===== config.mk =====
export PLATFORM = sky130hd
export DESIGN_NAME = load_store_unit
export DESIGN_NICKNAME = d
export VERILOG_FILES = /design/src/rtl/lsu_pkg.sv /design/src/rtl/lsu_lane_align.sv /design/src/rtl/load_store_unit.sv
export SDC_FILE = /design/constraint.sdc
export NUM_CORES = 1
export LEC_CHECK = 0
export ABC_AREA = 0
export CORE_UTILIZATION = 43
export DETAILED_ROUTE_END_ITERATION = 16
export PLACE_DENSITY = 0.78
export SLEW_MARGIN = 5
export SYNTH_ARGS = -nofsm -noshare
export SYNTH_HDL_FRONTEND = slang
export SYNTH_SLANG_ARGS = --single-unit

===== constraint.sdc =====
create_clock -name clk -period 3.5 [get_ports clk]
set_clock_uncertainty 0.05 [all_clocks]
set_input_delay 0.525 -clock clk [delete_from_list [all_inputs] [get_ports clk]]
set_output_delay 0.525 -clock clk [all_outputs]
set_load 0.03 [all_outputs]

===== src/rtl/lsu_pkg.sv =====
// Shared types for the load/store unit: funct3 codes, FSM states, access-size decode.
// Size 0 from size_decode marks an illegal funct3 for the given direction.
package lsu_pkg;

    localparam logic [2:0] F3_LB  = 3'b000;
    localparam logic [2:0] F3_LH  = 3'b001;
    localparam logic [2:0] F3_LW  = 3'b010;
    localparam logic [2:0] F3_LBU = 3'b100;
    localparam logic [2:0] F3_LHU = 3'b101;
    localparam logic [2:0] F3_SB  = 3'b000;
    localparam logic [2:0] F3_SH  = 3'b001;
    localparam logic [2:0] F3_SW  = 3'b010;

    localparam logic [2:0] SIZE_INVALID = 3'd0;

    typedef enum logic [1:0] {
        S_IDLE,
        S_ACC0,
        S_ACC1,
        S_RESP
    } state_e;

    function automatic logic [2:0] size_decode(input logic we, input logic [2:0] f3);
        logic [2:0] sz;
        sz = SIZE_INVALID;
        case (f3[1:0])
            2'b00:   sz = 3'd1;
            2'b01:   sz = 3'd2;
            2'b10:   sz = 3'd4;
            default: sz = SIZE_INVALID;
        endcase
        // Stores have no unsigned variants; loads have no 110 (LWU on RV32).
        if (f3[2] && (we || f3[1]))
            sz = SIZE_INVALID;
        return sz;
    endfunction

endpackage


===== src/rtl/lsu_lane_align.sv =====
// Combinational byte-lane steering for one memory word of an access (word 0 or the spill word 1).
// Produces the lane mask, the read-modify-write merge and the load bytes packed at data positions.
module lsu_lane_align (
    input  logic [1:0]  off_i,
    input  logic [2:0]  size_i,
    input  logic        word_idx_i,
    input  logic [31:0] wdata_i,
    input  logic [31:0] mem_rd_i,
    output logic [3:0]  mask_o,
    output logic [31:0] wd_o,
    output logic [31:0] ld_o
);

    logic [2:0] idx;
    logic [1:0] lane;
    logic       hit;

    always_comb begin
        mask_o = '0;
        wd_o   = mem_rd_i;
        ld_o   = '0;
        idx    = '0;
        lane   = '0;
        hit    = 1'b0;
        for (int l = 0; l < 4; l++) begin
            lane = 2'(l);
            // Data byte index carried by this lane; word 1 holds the bytes that spilled past lane 3.
            idx  = word_idx_i ? (3'(l) + 3'd4 - {1'b0, off_i}) : (3'(l) - {1'b0, off_i});
            hit  = (word_idx_i ? (lane < off_i) : (lane >= off_i)) && (idx < size_i);
            if (hit) begin
                mask_o[l]                    = 1'b1;
                wd_o[8*l +: 8]               = wdata_i[{idx[1:0], 3'b000} +: 8];
                ld_o[{idx[1:0], 3'b000} +: 8] = mem_rd_i[8*l +: 8];
            end
        end
    end

endmodule


===== src/rtl/load_store_unit.sv =====
// Byte/half/word load-store unit with RMW sub-word stores; 2 cycles to response (3 if split), faults in 1.
// One request in flight, req_ready only in IDLE; response held until resp_ready. Macro LSU_MISALIGNED_EN splits word-crossing accesses.
module load_store_unit
    import lsu_pkg::*;
(
    input  logic        clk,
    input  logic        rst_n,
    input  logic        req_valid,
    output logic        req_ready,
    input  logic        req_we,
    input  logic [2:0]  req_funct3,
    input  logic [31:0] req_addr,
    input  logic [31:0] req_wdata,
    output logic        resp_valid,
    input  logic        resp_ready,
    output logic [31:0] resp_rdata,
    output logic        resp_fault,
    output logic        mem_we,
    output logic [31:0] mem_ra,
    output logic [31:0] mem_wa,
    output logic [31:0] mem_wd,
    input  logic [31:0] mem_rd
);

    state_e      state_q, state_d;
    logic [31:0] addr_q, wdata_q, ld_q, ld_d;
    logic [2:0]  f3_q;
    logic        we_q, fault_q, fault_d;

    logic [2:0]  size_q, req_size;
    logic        accept, acc, word_idx, req_bad;
    logic [3:0]  lane_mask;
    logic [31:0] merged, ld_bytes, base, ext;

    assign size_q   = size_decode(we_q, f3_q);
    assign req_size = size_decode(req_we, req_funct3);
    assign accept   = req_valid && (state_q == S_IDLE);
    assign acc      = (state_q == S_ACC0) || (state_q == S_ACC1);
    assign base     = {addr_q[31:2], 2'b00};

`ifdef LSU_MISALIGNED_EN
    logic cross_q;
    assign cross_q  = ({2'b00, addr_q[1:0]} + {1'b0, size_q}) > 4'd4;
    assign word_idx = (state_q == S_ACC1);
    assign req_bad  = (req_size == SIZE_INVALID);
`else
    assign word_idx = 1'b0;
    assign req_bad  = (req_size == SIZE_INVALID) ||
                      (({2'b00, req_addr[1:0]} + {1'b0, req_size}) > 4'd4);
`endif

    lsu_lane_align u_align (
        .off_i      (addr_q[1:0]),
        .size_i     (size_q),
        .word_idx_i (word_idx),
        .wdata_i    (wdata_q),
        .mem_rd_i   (mem_rd),
        .mask_o     (lane_mask),
        .wd_o       (merged),
        .ld_o       (ld_bytes)
    );

    // Read and write share one address so the RMW merge sees the word it overwrites.
    assign mem_ra = acc ? (word_idx ? base + 32'd4 : base) : 32'd0;
    assign mem_wa = mem_ra;
    assign mem_we = acc && we_q;
    assign mem_wd = mem_we ? merged : 32'd0;

    always_comb begin
        state_d = state_q;
        fault_d = fault_q;
        ld_d    = ld_q;
        case (state_q)
            S_IDLE: begin
                if (accept) begin
                    fault_d = req_bad;
                    ld_d    = '0;
                    state_d = req_bad ? S_RESP : S_ACC0;
                end
            end
            S_ACC0: begin
                ld_d = ld_q | ld_bytes;
`ifdef LSU_MISALIGNED_EN
                state_d = cross_q ? S_ACC1 : S_RESP;
`else
                state_d = S_RESP;
`endif
            end
`ifdef LSU_MISALIGNED_EN
            S_ACC1: begin
                ld_d    = ld_q | ld_bytes;
                state_d = S_RESP;
            end
`endif
            S_RESP: begin
                if (resp_ready)
                    state_d = S_IDLE;
            end
            default: state_d = S_IDLE;
        endcase
    end

    always_ff @(posedge clk or negedge rst_n) begin
        if (!rst_n) begin
            state_q <= S_IDLE;
            addr_q  <= '0;
            wdata_q <= '0;
            f3_q    <= '0;
            we_q    <= 1'b0;
            fault_q <= 1'b0;
            ld_q    <= '0;
        end else begin
            state_q <= state_d;
            fault_q <= fault_d;
            ld_q    <= ld_d;
            if (accept) begin
                addr_q  <= req_addr;
                wdata_q <= req_wdata;
                f3_q    <= req_funct3;
                we_q    <= req_we;
            end
        end
    end

    always_comb begin
        ext = '0;
        case (f3_q)
            F3_LB:   ext = {{24{ld_q[7]}}, ld_q[7:0]};
            F3_LH:   ext = {{16{ld_q[15]}}, ld_q[15:0]};
            F3_LW:   ext = ld_q;
            F3_LBU:  ext = {24'd0, ld_q[7:0]};
            F3_LHU:  ext = {16'd0, ld_q[15:0]};
            default: ext = '0;
        endcase
    end

    assign req_ready  = (state_q == S_IDLE);
    assign resp_valid = (state_q == S_RESP);
    assign resp_fault = resp_valid && fault_q;
    assign resp_rdata = (resp_valid && !fault_q && !we_q) ? ext : 32'd0;

endmodule


# Yosys cells after proc, flatten, opt, wreduce, memory -nomap -nowiden
# Index checks and enable logic that the tools add are counted.
# totals
register_bits	103
input_bits	104
word_cells	103
# op_classes
addsub	9
n_lt_le_gt_ge	9
n_eq_ne	13
shifts	12
n_mux	25
n_bitwise	2
reduce_logical	26
# op_table
cell	n
$mux 32	8
$pmux 32 s5	1
$shift 8x7->32 const A	4
$shiftx 32x6->8	4
$shiftx 8x7->32	4
$bwmux 32	3
$pmux 32 s2	1
$and 32x32->32	1
$mux 8	4
$or 32x32->32	1
$neg 5->7	4
$pmux 3 s3	2
$lt 3x3->1	4
$logic_and 1x1->1	11
$eq 2x2->1 const B	4
$eq 2x1->1 const B	3
$eq 3x3->1 const B	2
$logic_not 2->1	3
$logic_not 3->1	2
$mux 2	3
$mux 3	2
$pmux 2 s3	1
$reduce_and 2->1	3
$sub 1x2->3 const A	2
11 further kinds	19

# Logic depth before layout (Yosys ltp)
# logic_depth
word_depth	14
depth_mapped	15

# Modules after synthesis
# A second synthesis with hierarchy kept.
# unflattened
hier_cells	944
area_unflattened_um2	8892.3
# by_module_without_submodules
module	n_inst	cells_each	area_per_inst_um2	seq_area_each_um2
load_store_unit	1	482	5119.9	2577.5
lsu_lane_align	1	462	3772.4	0.0

# Least setup slack after synthesis
# No wires, ideal clock.
# synth_path
path_kind	flip-flop to output port
start	register addr_q[1]
end	output mem_wd[16]
arrival_time_ns	3.648
required_time_ns	2.925
slack_ns	-0.723
path_stages_with_launch	13
cell_sequence	dfrtp_1 clkbuf_1 clkinv_1 clkbuf_1 ha_1 clkinv_1 clkbuf_1 ha_1 nor4_1 a211o_1 buf_2 o211ai_1 a21oi_1
# synth_via
elab_chain_len	5
elab_cells_between_ends	7
# synth_lines
item	line_no	text
start: declaration	load_store_unit.sv:26	logic [31:0] addr_q, wdata_q, ld_q, ld_d;
start signal: assignment	load_store_unit.sv:117	addr_q <= req_addr;
branches (longest 3 deep; another with $sub 2x2->3)	-	
$mux 8 *	lsu_lane_align.sv:30	if (hit) begin
$mux 32 *	load_store_unit.sv:67	assign mem_wd = mem_we ? merged : 32'd0;
end: declaration	load_store_unit.sv:21	output logic [31:0] mem_wd,
# Mark *: on every way between the ends.

# Worst setup path in the final report
# layout_path
start	register addr_q[0]
end	output mem_wd[18]
# The elaborated chain is that of the path after synthesis.

==> flow_summary.json <==
{
  "outcome": "finished clean",
  "wl_per_cell_um": 19.3,
  "drt-total-wl_mm": 23.6,
  "grt_max_degree": 72,
  "nets": 1123,
  "row_count": 47,
  "drc": 0,
  "power.density_nw_per_um2": 1140,
  "vdd_drop_max_v": 0.00104,
  "ys_warn_count": 0,
  "cp_data_required_time_ns": 2.92,
  "endpoint_kind": "primary output",
  "syn_inst": 821,
  "start_util_pct": 44.1,
  "synth.avg_cell_area_sq_um": 8.90,
  "slew_headroom_pct": 35.7,
  "dp.cells": 1208,
  "fmaxAchievable_ghz": 0.299,
  "die_h_um": 132,
  "path_clk_slew_ns": 0.08,
  "multi_input_area_sq_um": 4350,
  "ys_seq_elements": 103,
  "startpoint_type": "flip-flop",
  "root_buffer": "clkbuf_16",
  "ant_nets": 0,
  "clk-insertion-delay-late_ns": 0.36,
  "insertedDiodeCount": 0,
  "drt_iter0_drc": 621,
  "setup-tns-final_ns": 0,
  "grt_pass1_wl_mm": 37.1,
  "cts_buffers": 9,
  "fillers": 1474,
  "io_pins": 236,
  "maxCapViolCount": 0,
  "period_share_pct": 95.4,
  "cts.sinks": 103,
  "grt_antenna_before_repair": 0,
  "maxSlewViolCount": 0,
  "track_usage_pct": 26.9,
  "ys_types": 55,
  "drive_gt1_share_pct": 18.4,
  "clk_path_buf_depth": 2,
  "critPathMaxFanout": 13,
  "instances_no_fill": 1224,
  "path_class": "flip-flop to primary output",
  "grt_overflow": 0,
  "post_cts_buffers": 0,
  "dp_hpwl_mm": 17.5,
  "gp_congestion": 0.989,
  "syn_to_final_growth_pct": 37.0,
  "h-tree-depth": 3,
  "ys.flop_type": "dfrtp_1",
  "synth_area_sq_um": 7310,
  "routed_via_density": 5.77,
  "worstHoldPathType": "primary input to async pin",
  "leakagePower_nw": 3.96,
  "setup_violations": 0,
  "detail_route.first_pass.iterations": 6,
  "tightest_slew_ns": 0.957,
  "synth_edf_count": 0,
  "arrival_ns": 2.76,
  "seq_area_sq_um": 2580,
  "hold_violations": 0,
  "via_count": 7062,
  "rsz0062_at_grt": "no",
  "place.port_buffers": 231,
  "tritoncts": "done",
  "die-area_sq_um": 17500,
  "finalCriticalPeriod_ns": 3.34,
  "core_sq_um": 16600,
  "synth_seq_area_share_pct": 35.3,
  "grt_pass1_vias": 6841,
  "die_w_um": 132,
  "postSynth.asyncResetShare_pct": 100
}
[layout make-up]
| cell class | count | area share (%) |
|---|---|---|
| repair buffers | 253 | 24.7 |
| flip-flops and latches | 103 | 25.8 |
| clock buffers | 10 | 2.29 |
| well taps | 220 | 2.75 |
| multi-input cells | 623 | 43.4 |
| clock inverters | 6 | 0.750 |
| inverters | 9 | 0.362 |
[cells in the final DEF, fill, tap and decap left out, drive strengths merged, types with 4 or more instances in the layout]
cell type and instances:
mux2 84, and3 12, a211oi 20, nor4b 13
clkbuf 10, nor2 63, nor2b 10, buf 55
a22oi 8, inv 11, and4b 6, nand2 84
a31oi 16, o31ai 9, conb 4, o211ai 15
dfrtp 103, and2 43, o221ai 8, clkdlybuf4s50 198
nand2b 13, mux2i 17, a221oi 9, o21ai 34
nor3 11, ha 19, a21oi 97
[registers in the layout (all words and copies together), names as in the netlist]
signal   count
addr_q      32
f3_q         3
fault_q      1
ld_q        32
state_q      2
wdata_q     32
we_q         1
[worst max-delay path: stages, from the launching register on]
cell      delay, ns
dfrtp_2        0.41
buf_4          0.20
ha_1           0.23
ha_1           0.30
nor3_1         0.46
a211o_4        0.28
o211ai_1       0.13
a21oi_2        0.24
buf_12         0.15
[cells in the mapped netlist, drive strengths merged (2+ instances only)]
master | instances | share of area [%]
a22oi | 8 | 0.82
a21oi | 97 | 6.6
dfrtp | 103 | 35
a31oi | 16 | 1.4
mux2i | 17 | 2.3
o32a | 2 | 0.27
nor3 | 11 | 0.98
nand2b | 13 | 1.1
a211oi | 20 | 2.1
nor4b | 13 | 1.8
o31ai | 9 | 0.99
nand3 | 3 | 0.21
a2111oi | 2 | 0.33
nor2b | 10 | 0.86
clkinv | 2 | 0.10
a221oi | 9 | 1.1
and4b | 6 | 0.82
ha | 19 | 3.3
and3 | 12 | 1.0
nor4 | 2 | 0.17
o21ai | 34 | 2.3
a21o | 3 | 0.31
clkbuf | 36 | 1.9
o221ai | 8 | 0.96
inv | 7 | 0.36
and2 | 43 | 3.7
buf | 53 | 4.7
o211ai | 15 | 1.5
a211o | 3 | 0.36
mux2 | 84 | 13
nor2 | 63 | 3.2
nand2 | 84 | 4.3
nand4 | 2 | 0.17
[worst paths after layout]
check,to,startpoint,slack (ns),depth (start not counted)
worst max-delay path,mem_wd[18],addr_q[0],0.16,8
worst min register to register,ld_q[17],ld_q[17],0.45,2
worst max register to register,ld_q[24],addr_q[0],0.41,9
min in group clk,ld_q[17],ld_q[17],0.45,2
worst min-delay path,wdata_q[7],rst_n,0.22,1
max in group asynchronous,ld_q[29],rst_n,2.48,2
[cells by family after synthesis]
group           count (synthesis)  synth area share (%)
simple gates                  269                  19.3
compound gates                229                  19.6
flops                         103                  35.3
mux                           101                  15.3
buf+inv                        98                  7.03
fa+ha+maj                      20                  3.53
other cells                     1                0.0513
[timing repair]
action / in CTS / in global routing
hold buffers: 0 / 0
pin swaps: 0 / 1
endpoints found under the setup margin: 4 / 14
resized for setup: 1 / 11
[routing by layer]
layer  vias up  track usage (%)  wire length (um)
li1       3301                -                 -
met1      3340             33.9              9580
met2       347             44.7             11400
met3        74             6.15              1790
met4         0             10.3               821
met5         -                0                 0
[report_power, final]
part	internal [mW]	switching, mW
logic	3.30	5.02
registers	1.68	0.346
clock network	0.569	0.501
[through the flow]
step	setup slack (ns)	power [mW]	hold WS, ns	cell area (sq um)	util [%]
finish	0.161	11.4	0.217	10000	60.4
global route	0.0257	12.1	0.303	10000	60.4
CTS	0.0481	11.2	0.261	9960	60.0
detailed placement	0.269	10.1	0.431	9650	58.2
global placement	0.408	9.99	0.428	9650	58.2
floorplan	0.0253	7.69	0.179	7390	-
Power figures use the tool's default switching activity.
